`config.mk`:
```
export PLATFORM = sky130hd
export DESIGN_NAME = hazard_ctrl_unit
export DESIGN_NICKNAME = d
export VERILOG_FILES = /design/src/rtl/hz_pkg.sv /design/src/rtl/hz_fwd_sel.sv /design/src/rtl/hazard_ctrl_unit.sv
export SDC_FILE = /design/constraint.sdc
export NUM_CORES = 1
export LEC_CHECK = 0
export BUFFER_PORTS_ARGS = -buffer_cell sky130_fd_sc_hd__buf_2
export CORE_UTILIZATION = 43
export CTS_BUF_LIST = sky130_fd_sc_hd__clkbuf_4 sky130_fd_sc_hd__clkbuf_8
export CTS_CLUSTER_SIZE = 16
export DETAILED_ROUTE_END_ITERATION = 7
export PLACE_DENSITY = 0.8
export SETUP_SLACK_MARGIN = 0.4
export SLEW_MARGIN = 15
export SYNTH_ARGS = -nofsm -noshare
export SYNTH_HDL_FRONTEND = slang
export SYNTH_HIERARCHICAL = 1
export SYNTH_SLANG_ARGS = --single-unit
```
`constraint.sdc`:
```
create_clock -name clk -period 1.75 [get_ports clk]
set_input_delay 0.175 -clock clk [delete_from_list [all_inputs] [get_ports clk]]
set_output_delay 0.175 -clock clk [all_outputs]
set_load 0.01 [all_outputs]
```
`src/rtl/hz_pkg.sv`:
```
// Shared definitions for the hazard control unit: forwarding mux
// encodings, the mul/div FSM state type and the zero-register index.
package hz_pkg;

    // Operand-mux selects driven to the ex stage (2'b11 is never used)
    localparam logic [1:0] FWD_RF  = 2'b00;  // value read from register file
    localparam logic [1:0] FWD_WB  = 2'b01;  // value from the wb stage
    localparam logic [1:0] FWD_MEM = 2'b10;  // value from the mem stage

    // Register 0 is hard-wired to zero and is never a real dependency
    localparam int REG_ZERO = 0;

    // Width of the mul/div down-counter; holds MULDIV_LAT-2 for LAT up to 15
    localparam int MD_CNT_W = 4;

    typedef enum logic {
        IDLE = 1'b0,
        BUSY = 1'b1
    } hz_state_e;

endpackage

```
`src/rtl/hz_fwd_sel.sv`:
```
// Forwarding priority mux for one ex-stage source operand. The mem stage
// holds the younger result, so it wins over wb when both match. A source
// of register 0 is never forwarded.
module hz_fwd_sel
    import hz_pkg::*;
#(
    parameter int REG_AW = 5
) (
    input  logic [REG_AW-1:0] src_ex_i,
    input  logic [REG_AW-1:0] rd_mem_i,
    input  logic              reg_wr_mem_i,
    input  logic [REG_AW-1:0] rd_wb_i,
    input  logic              reg_wr_wb_i,
    output logic [1:0]        sel_o
);

    localparam logic [REG_AW-1:0] ZERO = REG_AW'(REG_ZERO);

    logic mem_hit;
    logic wb_hit;

    assign mem_hit = reg_wr_mem_i && (rd_mem_i != ZERO) && (rd_mem_i == src_ex_i);
    assign wb_hit  = reg_wr_wb_i  && (rd_wb_i  != ZERO) && (rd_wb_i  == src_ex_i);

    // Pick the youngest matching producer, falling back to the register file
    always_comb begin
        sel_o = FWD_RF;
        if (mem_hit) begin
            sel_o = FWD_MEM;
        end else if (wb_hit) begin
            sel_o = FWD_WB;
        end
    end

endmodule

```
`src/rtl/hazard_ctrl_unit.sv`:
```
// Hazard control unit for the 5-stage pipeline: ex-stage operand
// forwarding, load-use stall/bubble, taken-branch flush of the issue
// register and a multi-cycle mul/div busy FSM that freezes the front end.
// Optional feature macro: HZ_PERF_CNT_EN adds saturating per-cause
// stall/flush cycle counters.
//
// Control outputs are level signals sampled by the pipeline registers on
// the next rising clk edge; there is no valid/ready handshake here.
// Priority, highest first: reset, mul/div BUSY, branch flush, load-use.
module hazard_ctrl_unit
    import hz_pkg::*;
#(
    parameter int REG_AW     = 5,
    parameter int MULDIV_LAT = 4,
    parameter int CNT_W      = 16
) (
    input  logic              clk,
    input  logic              rst_n,
    input  logic [REG_AW-1:0] rs_iss_hz_i,
    input  logic [REG_AW-1:0] rt_iss_hz_i,
    input  logic [REG_AW-1:0] rs_ex_hz_i,
    input  logic [REG_AW-1:0] rt_ex_hz_i,
    input  logic [REG_AW-1:0] rd_ex_hz_i,
    input  logic              mem_to_reg_ex_hz_i,
    input  logic [REG_AW-1:0] rd_mem_hz_i,
    input  logic              reg_wr_mem_hz_i,
    input  logic [REG_AW-1:0] rd_wb_hz_i,
    input  logic              reg_wr_wb_hz_i,
    input  logic              muldiv_start_ex_hz_i,
    input  logic              branch_taken_ex_hz_i,
    output logic              stall_fetch_hz_o,
    output logic              stall_iss_hz_o,
    output logic              stall_ex_hz_o,
    output logic              flush_iss_hz_o,
    output logic              flush_ex_hz_o,
    output logic [1:0]        fwd_p1_ex_hz_o,
    output logic [1:0]        fwd_p2_ex_hz_o,
    output logic              muldiv_busy_hz_o,
`ifdef HZ_PERF_CNT_EN
    output logic [CNT_W-1:0]  lu_stall_cnt_hz_o,
    output logic [CNT_W-1:0]  muldiv_stall_cnt_hz_o,
    output logic [CNT_W-1:0]  flush_cnt_hz_o,
`endif
    output hz_state_e         fsm_state_dbg_hz_o
);

    localparam logic [REG_AW-1:0]   ZERO    = REG_AW'(REG_ZERO);
    // Start cycle is not a stall cycle, so BUSY lasts MULDIV_LAT-1 cycles
    localparam logic [MD_CNT_W-1:0] MD_LOAD = MD_CNT_W'(MULDIV_LAT - 2);
    localparam logic [MD_CNT_W-1:0] MD_ONE  = MD_CNT_W'(1);

    hz_state_e           state_q, state_d;
    logic [MD_CNT_W-1:0] cnt_q, cnt_d;

    logic       lu_hit;
    logic       stall_fetch_c, stall_iss_c, stall_ex_c;
    logic       flush_iss_c, flush_ex_c, busy_c, lu_stall_c;
    logic [1:0] p1_sel, p2_sel;

    // Operand forwarding, one priority mux per ex-stage source
    hz_fwd_sel #(.REG_AW(REG_AW)) u_fwd_p1 (
        .src_ex_i     (rs_ex_hz_i),
        .rd_mem_i     (rd_mem_hz_i),
        .reg_wr_mem_i (reg_wr_mem_hz_i),
        .rd_wb_i      (rd_wb_hz_i),
        .reg_wr_wb_i  (reg_wr_wb_hz_i),
        .sel_o        (p1_sel)
    );

    hz_fwd_sel #(.REG_AW(REG_AW)) u_fwd_p2 (
        .src_ex_i     (rt_ex_hz_i),
        .rd_mem_i     (rd_mem_hz_i),
        .reg_wr_mem_i (reg_wr_mem_hz_i),
        .rd_wb_i      (rd_wb_hz_i),
        .reg_wr_wb_i  (reg_wr_wb_hz_i),
        .sel_o        (p2_sel)
    );

    // A load in ex whose destination feeds the issue-stage instruction
    assign lu_hit = mem_to_reg_ex_hz_i && (rd_ex_hz_i != ZERO) &&
                    ((rd_ex_hz_i == rs_iss_hz_i) || (rd_ex_hz_i == rt_iss_hz_i));

    // Mul/div FSM state and down-counter register
    always_ff @(posedge clk or negedge rst_n) begin
        if (!rst_n) begin
            state_q <= IDLE;
            cnt_q   <= '0;
        end else begin
            state_q <= state_d;
            cnt_q   <= cnt_d;
        end
    end

    // Next state plus stall/flush decisions; BUSY freezes everything and
    // masks branch, load-use and further starts
    always_comb begin
        state_d       = state_q;
        cnt_d         = cnt_q;
        stall_fetch_c = 1'b0;
        stall_iss_c   = 1'b0;
        stall_ex_c    = 1'b0;
        flush_iss_c   = 1'b0;
        flush_ex_c    = 1'b0;
        busy_c        = 1'b0;
        lu_stall_c    = 1'b0;
        case (state_q)
            IDLE: begin
                if (muldiv_start_ex_hz_i) begin
                    state_d = BUSY;
                    cnt_d   = MD_LOAD;
                end
                if (branch_taken_ex_hz_i) begin
                    flush_iss_c = 1'b1;
                end else if (lu_hit) begin
                    lu_stall_c    = 1'b1;
                    stall_fetch_c = 1'b1;
                    stall_iss_c   = 1'b1;
                    flush_ex_c    = 1'b1;
                end
            end
            BUSY: begin
                stall_fetch_c = 1'b1;
                stall_iss_c   = 1'b1;
                stall_ex_c    = 1'b1;
                busy_c        = 1'b1;
                if (cnt_q == '0) begin
                    state_d = IDLE;
                end else begin
                    cnt_d = cnt_q - MD_ONE;
                end
            end
            default: begin
                state_d = IDLE;
                cnt_d   = '0;
            end
        endcase
    end

    // Outputs are held at their idle values while reset is asserted
    assign stall_fetch_hz_o   = rst_n & stall_fetch_c;
    assign stall_iss_hz_o     = rst_n & stall_iss_c;
    assign stall_ex_hz_o      = rst_n & stall_ex_c;
    assign flush_iss_hz_o     = rst_n & flush_iss_c;
    assign flush_ex_hz_o      = rst_n & flush_ex_c;
    assign muldiv_busy_hz_o   = rst_n & busy_c;
    assign fwd_p1_ex_hz_o     = rst_n ? p1_sel : FWD_RF;
    assign fwd_p2_ex_hz_o     = rst_n ? p2_sel : FWD_RF;
    assign fsm_state_dbg_hz_o = state_q;

`ifdef HZ_PERF_CNT_EN
    localparam logic [CNT_W-1:0] CNT_ONE = CNT_W'(1);

    logic [CNT_W-1:0] lu_cnt_q, md_cnt_q, fl_cnt_q;

    // Saturating cycle counters, one per pipeline-control cause
    always_ff @(posedge clk or negedge rst_n) begin
        if (!rst_n) begin
            lu_cnt_q <= '0;
            md_cnt_q <= '0;
            fl_cnt_q <= '0;
        end else begin
            if (lu_stall_c && (lu_cnt_q != '1)) lu_cnt_q <= lu_cnt_q + CNT_ONE;
            if (busy_c     && (md_cnt_q != '1)) md_cnt_q <= md_cnt_q + CNT_ONE;
            if (flush_iss_c && (fl_cnt_q != '1)) fl_cnt_q <= fl_cnt_q + CNT_ONE;
        end
    end

    assign lu_stall_cnt_hz_o     = lu_cnt_q;
    assign muldiv_stall_cnt_hz_o = md_cnt_q;
    assign flush_cnt_hz_o        = fl_cnt_q;
`endif

endmodule

```
==> reports/results.ini, run 1 <==
[outcome]
status = finished clean

[clocking]
clockRootBuffer = clkbuf_4
cts.path.max_buffers = 2
path_clk_slew_ps = 50
htreeDepth = 1
cts-buffers-inserted = 3
cts_tree = done
clock-sinks = 5
clk_latency_ps = 250

[pwr]
power_switching_mw = 0.402
ir_drop_v = 0.000578
internal_power_mw = 0.547
p_leak_nw = 0.582
power_frac_clock = 0.148
seqPwrFrac = 0.248
switching_share = 0.424
powerDensity_nw_per_um2 = 727
combPwrFrac = 0.605

[setup_path]
cp-end-kind = primary output
arrival_ps = 1240
worstPathRequired_ps = 1570
cp-start-kind = input port
critPathKind = in -> out
cp_max_fo = 2

[logic_synthesis]
syn-mean-instance-area_um2 = 7.95
synth_top_cell_by_area = xor2_1
synth_area_leaders = xor2_1 (18%), dfrtp_1 (16%), xnor2_1 (11%)
yosys-top-cells-count = xor2_1 (16), xnor2_1 (10), nand2_1 (9)
synth_edf_count = 0
ys_types = 27
synthFlopType = dfrtp_1
syn_inst = 99
synth_top_area_frac = 0.178
ys_ff_latch = 5
syn_area_um2 = 787
ys_warn_count = 6
yosysMostFrequentCell = xor2_1
synthArstFlopShare = 1.00
synthesis.nets = 142
ys_seq_area_frac = 0.159

[placement]
dpl.cell_count = 171
portBuffers = 52
dp_hpwl_um = 1710
dpl_worst_slack_ps = 293
place.gp.congestion = 0.832

[final_layout]
nFillCells = 128
nets = 199
drive_gt1_frac = 0.535
syn_to_final_growth_pct = 66.0
ff_latch_area_um2 = 126
multiInputGateArea_um2 = 727
n_antenna_cell = 0
stdcell_count = 180

[global_routing]
grt_max_degree = 13
gr-usage-all-layers = 0.233
first_global_vias = 843
grt_overflow_total = 0
antenna_found_initial = 0
grt_pass1_wl_um = 3420

[floorplan]
coreArea_um2 = 1730
fp-row-count = 15
fp.dieArea_um2 = 2010
pin_count = 53
die_y_um = 44.8
die-width_um = 44.8
initial_core_util = 0.456

[timing]
relSlewSlack = 0.820
worst_slack_ps = 338
tightest_slew_ps = 269
rsz0062_at_grt = true
finalSetupViolCount = 0
min_period_ps = 1410
finalCritPeriodShare = 0.807
fin_tns_setup_ps = 0
max_freq_ghz = 0.708
clock_skew_ps = 4.39
hold_viol = 0
slew_viol_final = 0

[route]
vias = 933
wl_um = 2480
initialDrtViolationCount = 26
wl_per_cell_um = 13.8
avgViaCountPerCell = 5.18
detail-route-antenna-nets = 0
drc_errors = 0
drt_first_pass_iters = 4

[flow_run]
drv_cap = 0

[min_path]
hold_class = in -> reg

-- cell usage in the layout (no fill, tap or decap), drive strengths merged, types with 2 or more instances in the layout --
master,n
a211oi,2
a21oi,4
a22oi,2
and2,5
buf,54
clkbuf,5
dfrtp,5
inv,3
nand2,9
nand2b,2
nand3,4
nor2,8
nor3,10
nor4,2
o21ai,2
o41ai,2
xnor2,10
xor2,16
-- stage by stage --
| stage | instance area (um2) | util | total power [mW] | hold WS (ps) |
|---|---|---|---|---|
| after floorplan | 792 | - | 0.523 | -121 |
| after global placement | 1050 | 0.607 | 0.639 | 32.3 |
| after detailed placement | 1050 | 0.607 | 0.664 | 37.1 |
| after CTS | 1180 | 0.686 | 0.848 | 155 |
| after global routing | 1310 | 0.757 | 1.02 | 154 |
| final | 1310 | 0.757 | 0.950 | 155 |
-- power by group through the flow --
stage                     clock, mW  combinational, mW  sequential (mW)
after global placement            0              0.413            0.226
final                         0.140              0.574            0.235
after global routing          0.157              0.626            0.241
after detailed placement          0              0.437            0.227
after CTS                     0.145              0.472            0.231
after floorplan                   0              0.315            0.208
-- timing repair --
action	4_1_cts	5_1_grt
buffers inserted	2	2
endpoints found under the hold margin	5	0
setup endpoints to repair	7	9
resized for setup	19	27
hold buffers	1	0
pin swaps	16	17
-- routing by layer --
layer  track usage  wire, um  up-vias  share of wire
met2         0.450      1360       39           0.55
met4        0.0545        25        0          0.010
met1         0.255       970      435           0.39
met3        0.0520       131        4          0.053
met5             0         0        -              0
li1              -         -      455              -
-- logic make-up after synthesis --
logic type	count (synthesis)	share of synthesized area
XOR/XNOR	26	0.289
adder cells (fa/ha/maj)	1	0.0159
buffers and inverters	8	0.0572
AND/OR/NAND/NOR	42	0.285
flip-flops	5	0.159
AO/OA/AOI/OAI	15	0.167
multiplexers	2	0.0270
-- state kept, by name, summed over array words and instances (netlist names) --
register	cells
cnt_q	4
fsm_state_dbg_hz_o	1
-- critical path, cell delays in order --
cell and delay [ps]:
buf_8 90, or4_4 530, o2111ai_4 210, o21bai_2 80, buf_2 140
-- final timing paths --
kind | depth (start not counted) | start | endpoint | slack (ps)
setup / recovery | 5 | rd_ex_hz_i[4] | stall_fetch_hz_o | 340
hold / removal | 2 | muldiv_start_ex_hz_i | cnt_q[2] | 160
setup reg to reg | 5 | cnt_q[0] | cnt_q[0] | 470
hold reg to reg | 1 | fsm_state_dbg_hz_o | fsm_state_dbg_hz_o | 530
max in group asynchronous | 2 | rst_n | fsm_state_dbg_hz_o | 1100
min in group asynchronous | 2 | rst_n | cnt_q[3] | 430
-- layout make-up --
| cell class | instances | area share |
|---|---|---|
| Multi-Input combinational cell | 86 | 0.557 |
| Timing Repair Buffer | 57 | 0.293 |
| Sequential cell | 5 | 0.0967 |
| Tap cell | 25 | 0.0239 |
| Clock buffer | 3 | 0.0172 |
| Inverter | 3 | 0.00862 |
| Clock inverter | 1 | 0.00383 |
No activity file was read; power rests on OpenSTA's default activity.
==> run 2, diff against run 1 <==
==> constraint.sdc (replaced) <==
create_clock -name clk -period 1.4 [get_ports clk]
set_input_delay 0.14 -clock clk [delete_from_list [all_inputs] [get_ports clk]]
set_output_delay 0.14 -clock clk [all_outputs]
set_load 0.01 [all_outputs]
==> run 2 against run 1 <==
  * First-iteration DRC count grew 96%
  * Sequential share of layout area down 1.8 points
  * The flow now finishes with violations (setup timing)
  * Die area unchanged
  * Global-route usage up 4.5 points
  * Register-to-register slack got worse by 490 ps
  * Largest power group unchanged
  * Sequential power is 29% higher
==> reports/results.ini, run 2 (synthesis gave the netlist of run 1 again) <==
[route]
avgViaCountPerCell = 6.22  ; +20%
drt_first_pass_iters = 4  ; unchanged
wl_per_cell_um = 23.3  ; +69%
detail-route-antenna-nets = 0  ; unchanged
drc_errors = 0  ; unchanged
initialDrtViolationCount = 51  ; +96%
vias = 1201  ; +29%
wl_um = 4490  ; +81%

[pwr]
ir_drop_v = 0.000995  ; +72%
powerDensity_nw_per_um2 = 1130  ; +56%
p_leak_nw = 0.725  ; +25%

[final_layout]
final_util = 0.930  ; +0.174
largest_register_ff_count = 4  ; unchanged
n_antenna_cell = 0  ; unchanged
largest-register = cnt_q
syn_to_final_growth_pct = 104
most-common-layout-cells = buf_2 (32), buf_6 (22), xor2_1 (14)
nets = 212  ; +6.5%
layout_commonest_cell = buf_2
drive_gt1_frac = 0.679  ; +0.143

[setup_path]
arrival_ps = 1410  ; +170 ps
r2r_slack_ps = -20  ; -490 ps
worst-r2r-cell-count = 6  ; +1
cp-start-kind = input port
rr_endpoint = cnt_q[1]
worstPathRequired_ps = 1260  ; -310 ps
path_cells = buf_2 -> nor4_1 -> nor3_1 -> a21oi_1 -> nor3_2 -> and2_4 -> buf_6
crit_buf_inv = 2  ; unchanged
r2r-start = cnt_q[0]
cpPeakStageDelay_ps = 420  ; -110 ps
cp_max_fo = 3  ; +1
critPathKind = in -> out
cpMaxStageDelayCell = nor4_1
critPathTopFamily = simple AND/OR/NAND/NOR gates
cp-end-kind = primary output

[flow_run]
drv_cap = 0  ; unchanged

[floorplan]
fp.dieArea_um2 = 2010  ; unchanged
fp-row-count = 15  ; unchanged
pin_count = 53  ; unchanged
die_y_um = 44.8  ; unchanged
initial_core_util = 0.456  ; unchanged
die-width_um = 44.8  ; unchanged
coreArea_um2 = 1730  ; unchanged

[timing]
rsz0062_at_grt = true
relSlewSlack = 0.726  ; -0.0939
finalSetupViolCount = 8  ; +8
clock_skew_ps = 0.881  ; -3.51 ps
slew_viol_final = 0  ; unchanged
whs_ps = 127  ; -27.7 ps
finalCritPeriodShare = 1.11
tightest_slew_ps = 407  ; +138 ps
worst_slack_ps = -149  ; -488 ps
max_freq_ghz = 0.645
min_period_ps = 1550
hold_viol = 0  ; unchanged

[placement]
portBuffers = 52  ; unchanged
place.gp.congestion = 0.847  ; +1.8%
dp_hpwl_um = 1790  ; +4.9%

[outcome]
violations = setup timing
status = finished with violations

[clocking]
cts_tree = done
clock-sinks = 5  ; unchanged
clk_latency_ps = 260  ; about the same
cts-buffers-inserted = 3  ; unchanged
cts.path.max_buffers = 2  ; unchanged
clockRootBuffer = clkbuf_4
path_clk_slew_ps = 60  ; about the same
htreeDepth = 1  ; unchanged

[global_routing]
grt_max_degree = 9  ; -4
antenna_found_initial = 0  ; unchanged
grt_pass1_wl_um = 3940  ; +15%
gr-usage-all-layers = 0.278  ; +0.0449
grt_overflow_total = 0  ; unchanged
first_global_vias = 940  ; +12%

[min_path]
holdPathStages = 2  ; unchanged
hold_class = in -> reg
hp-start = muldiv_start_ex_hz_i
hold_end = cnt_q[3]

[run 2: changes by cell type in the layout (fill, tap and decap cells not counted), moves of 5 or more]
cell     delta
buf_6      +16
buf_2       -7
xnor2_1     -7
xnor2_2     +6
and2_1      -5
and2_4      +5
buf_4       +5
[run 2: area by class of cell]
| type | instances | area, um2 |
|---|---|---|
| multi-input combinational | 86 | 837 |
| timing repair buffer | 70 | 571 |
| sequential | 5 | 126 |
| fill | 64 | 120 |
| tap | 25 | 31.3 |
| clock buffer | 4 | 30.0 |
| inverter | 3 | 11.3 |
[run 2: through the flow]
step           worst slack (ps)  instances  setup TNS, ps  cell area (um2)  total power, mW
6_report                   -149        193           -321             1610             1.82
5_1_grt                    -156        193           -503             1610             1.87
2_1_floorplan               145         99              0              872            0.749
3_3_place_gp               66.4        172              0             1130            0.896
4_1_cts                    48.2        188              0             1390             1.46
3_5_place_dp               19.3        172              0             1130            0.934
[run 2: where the power goes]
group          switching, mW  total [mW]  internal [mW]
sequential            0.0925       0.304          0.212
combinational          0.606        1.30          0.696
clock                 0.0847       0.213          0.129
total                  0.783        1.82           1.04
[run 2: what timing repair did]
item	CTS	global route
hold endpoints to repair	5	0
buffers inserted	11	5
setup endpoints to repair	16	16
pin swaps	13	26
hold buffers	1	0
resized for setup	31	45
[run 2: routing by layer]
metal	track usage	share of wire
met1	0.296	0.32
met2	0.550	0.49
met3	0.0280	0.11
met4	0.109	0.077
met5	0	0
[run 2: worst max path at each step]
stage	to	slack [ps]	start	depth (start not counted)
after floorplan	stall_iss_hz_o	140	rd_ex_hz_i[1]	4
after global placement	stall_fetch_hz_o	70	rd_ex_hz_i[1]	5
after detailed placement	cnt_q[1]	20	cnt_q[1]	6
after CTS	fwd_p1_ex_hz_o[0]	50	rd_mem_hz_i[0]	6
after global routing	fwd_p2_ex_hz_o[0]	-160	rt_ex_hz_i[0]	7
final	fwd_p2_ex_hz_o[0]	-150	rt_ex_hz_i[0]	7
==> run 3, diff against run 2 <==
--- a/config.mk
+++ b/config.mk
@@ -11,7 +11,9 @@
 export CTS_CLUSTER_SIZE = 16
 export DETAILED_ROUTE_END_ITERATION = 7
 export PLACE_DENSITY = 0.8
+export RECOVER_POWER = 50
 export SETUP_SLACK_MARGIN = 0.4
+export SKIP_CTS_REPAIR_TIMING = 1
 export SLEW_MARGIN = 15
 export SYNTH_ARGS = -nofsm -noshare
 export SYNTH_HDL_FRONTEND = slang
==> run 3 against run 2 <==
  * Final area fell by 13%
  * Total power fell by 24%
  * The flow now finishes without violations
  * Maximum frequency rose by 12%
  * Largest power group unchanged
  * Critical endpoint is now stall_iss_hz_o
  * Core utilization fell by 12 points
  * Clock skew barely moved
  * Non-clock buffer count fell by 10
  * Largest cell class unchanged
==> reports/results.ini, run 3 (synthesis gave the netlist of run 1 again) <==
[outcome]
status = finished clean

[min_path]
hold_class = in -> reg
holdPathStages = 2  ; unchanged

[final_layout]
layout_commonest_cell = buf_2
syn_to_final_growth_pct = 78.2
largest-register = cnt_q
final_util = 0.812  ; -0.118
largest_register_ff_count = 4  ; unchanged
nets = 202  ; -4.7%
most-common-layout-cells = buf_2 (36), xor2_1 (15), buf_6 (10), buf_4 (10), nand2_1 (9)
n_antenna_cell = 0  ; unchanged
drive_gt1_frac = 0.608  ; -0.0710

[timing]
slew_viol_final = 0  ; unchanged
rsz0062_at_grt = true
hold_viol = 0  ; unchanged
finalCritPeriodShare = 0.984  ; -0.123
max_freq_ghz = 0.726  ; +12%
tightest_slew_ps = 375  ; -31.9 ps
finalSetupViolCount = 0  ; -8
clock_skew_ps = 1.29  ; +0.411 ps
relSlewSlack = 0.750  ; +0.0238
worst_slack_ps = 22.5  ; +172 ps
min_period_ps = 1380  ; -172 ps

[route]
vias = 986  ; -18%
detail-route-antenna-nets = 0  ; unchanged
drc_errors = 0  ; unchanged
drt_first_pass_iters = 4  ; unchanged
wl_per_cell_um = 15.0  ; -36%
initialDrtViolationCount = 21  ; -59%
wl_um = 2740  ; -39%
avgViaCountPerCell = 5.39  ; -13%

[floorplan]
fp.dieArea_um2 = 2010  ; unchanged
initial_core_util = 0.456  ; unchanged
die-width_um = 44.8  ; unchanged
coreArea_um2 = 1730  ; unchanged
pin_count = 53  ; unchanged
die_y_um = 44.8  ; unchanged
fp-row-count = 15  ; unchanged

[placement]
dp_hpwl_um = 1790  ; unchanged
place.gp.congestion = 0.847  ; unchanged
dpl_worst_slack_ps = 19.3  ; unchanged
portBuffers = 52  ; unchanged

[global_routing]
antenna_found_initial = 0  ; unchanged
grt_overflow_total = 0  ; unchanged
gr-usage-all-layers = 0.215  ; -0.0628
first_global_vias = 825  ; -12%
grt_pass1_wl_um = 3180  ; -19%
grt_max_degree = 13  ; +4

[pwr]
ir_drop_v = 0.000766  ; -23%
power_switching_mw = 0.572  ; -27%
powerDensity_nw_per_um2 = 986  ; -13%
seqPwrFrac = 0.209  ; +0.042
internal_power_mw = 0.811  ; -22%
p_leak_nw = 0.630  ; -13%
switching_share = 0.414  ; -0.0168
combPwrFrac = 0.646  ; -0.069
power_frac_clock = 0.145  ; +0.028

[clocking]
cts-buffers-inserted = 3  ; unchanged
cts_tree = done
clk_latency_ps = 250  ; about the same
cts.path.max_buffers = 2  ; unchanged
htreeDepth = 1  ; unchanged
path_clk_slew_ps = 50  ; about the same
clock-sinks = 5  ; unchanged
clockRootBuffer = clkbuf_4

[setup_path]
critPathKind = in -> out
worst-r2r-cell-count = 6  ; unchanged
cp_max_fo = 2  ; -1
worstPathRequired_ps = 1260  ; about the same
arrival_ps = 1240  ; -170 ps
cp-start-kind = input port
cp-end-kind = primary output

[flow_run]
drv_cap = 0  ; unchanged

==> run 3: per-layer routing <==
metal	vias up	global-route usage	part of all wire
met3	2	0.0160	0.063
met5	-	0	0
li1	458	-	-
met1	472	0.224	0.34
met4	0	0.0545	0.0062
met2	54	0.450	0.59
==> run 3: power groups by stage <==
stage / Combinational (mW) / Clock (mW) / Sequential [mW]
6_report: 0.893 / 0.200 / 0.290
5_1_grt: 0.968 / 0.208 / 0.297
4_1_cts: 0.630 / 0.187 / 0.307
3_5_place_dp: 0.625 / 0 / 0.309
3_3_place_gp: 0.592 / 0 / 0.304
2_1_floorplan: 0.474 / 0 / 0.275
==> run 3: per-stage QoR <==
| step | std cells | cell area [um2] | setup TNS, ps | hold WS (ps) | total power, mW |
|---|---|---|---|---|---|
| final | 183 | 1400 | 0 | 107 | 1.38 |
| after floorplan | 99 | 872 | 0 | -156 | 0.749 |
| after global routing | 183 | 1400 | -33.2 | 110 | 1.47 |
| after CTS | 176 | 1160 | -64.2 | -245 | 1.12 |
| after global placement | 172 | 1130 | 0 | 5.35 | 0.896 |
| after detailed placement | 172 | 1130 | 0 | 9.46 | 0.934 |
==> run 3: layout make-up <==
class	instances	area, um2
Multi-Input combinational cell	86	798
Timing Repair Buffer	60	405
Fill cell	120	324
Sequential cell	5	126
Tap cell	25	31.3
Clock buffer	4	30.0
Inverter	3	11.3
==> run 3: final timing paths <==
| kind | from | endpoint | slack, ps |
|---|---|---|---|
| worst max-delay path | rd_ex_hz_i[1] | stall_iss_hz_o | 20 |
| worst max register to register | cnt_q[0] | cnt_q[1] | 40 |
| worst min register to register | cnt_q[0] | cnt_q[0] | 620 |
| max in group asynchronous | rst_n | fsm_state_dbg_hz_o | 630 |
| worst min-delay path | muldiv_start_ex_hz_i | cnt_q[2] | 110 |
| min in group asynchronous | rst_n | cnt_q[0] | 560 |
==> run 3: critical path, cell delays in order <==
cell       delay [ps]
buf_6              90
or4_4             530
o2111ai_4         220
o21bai_2           90
buf_2             150
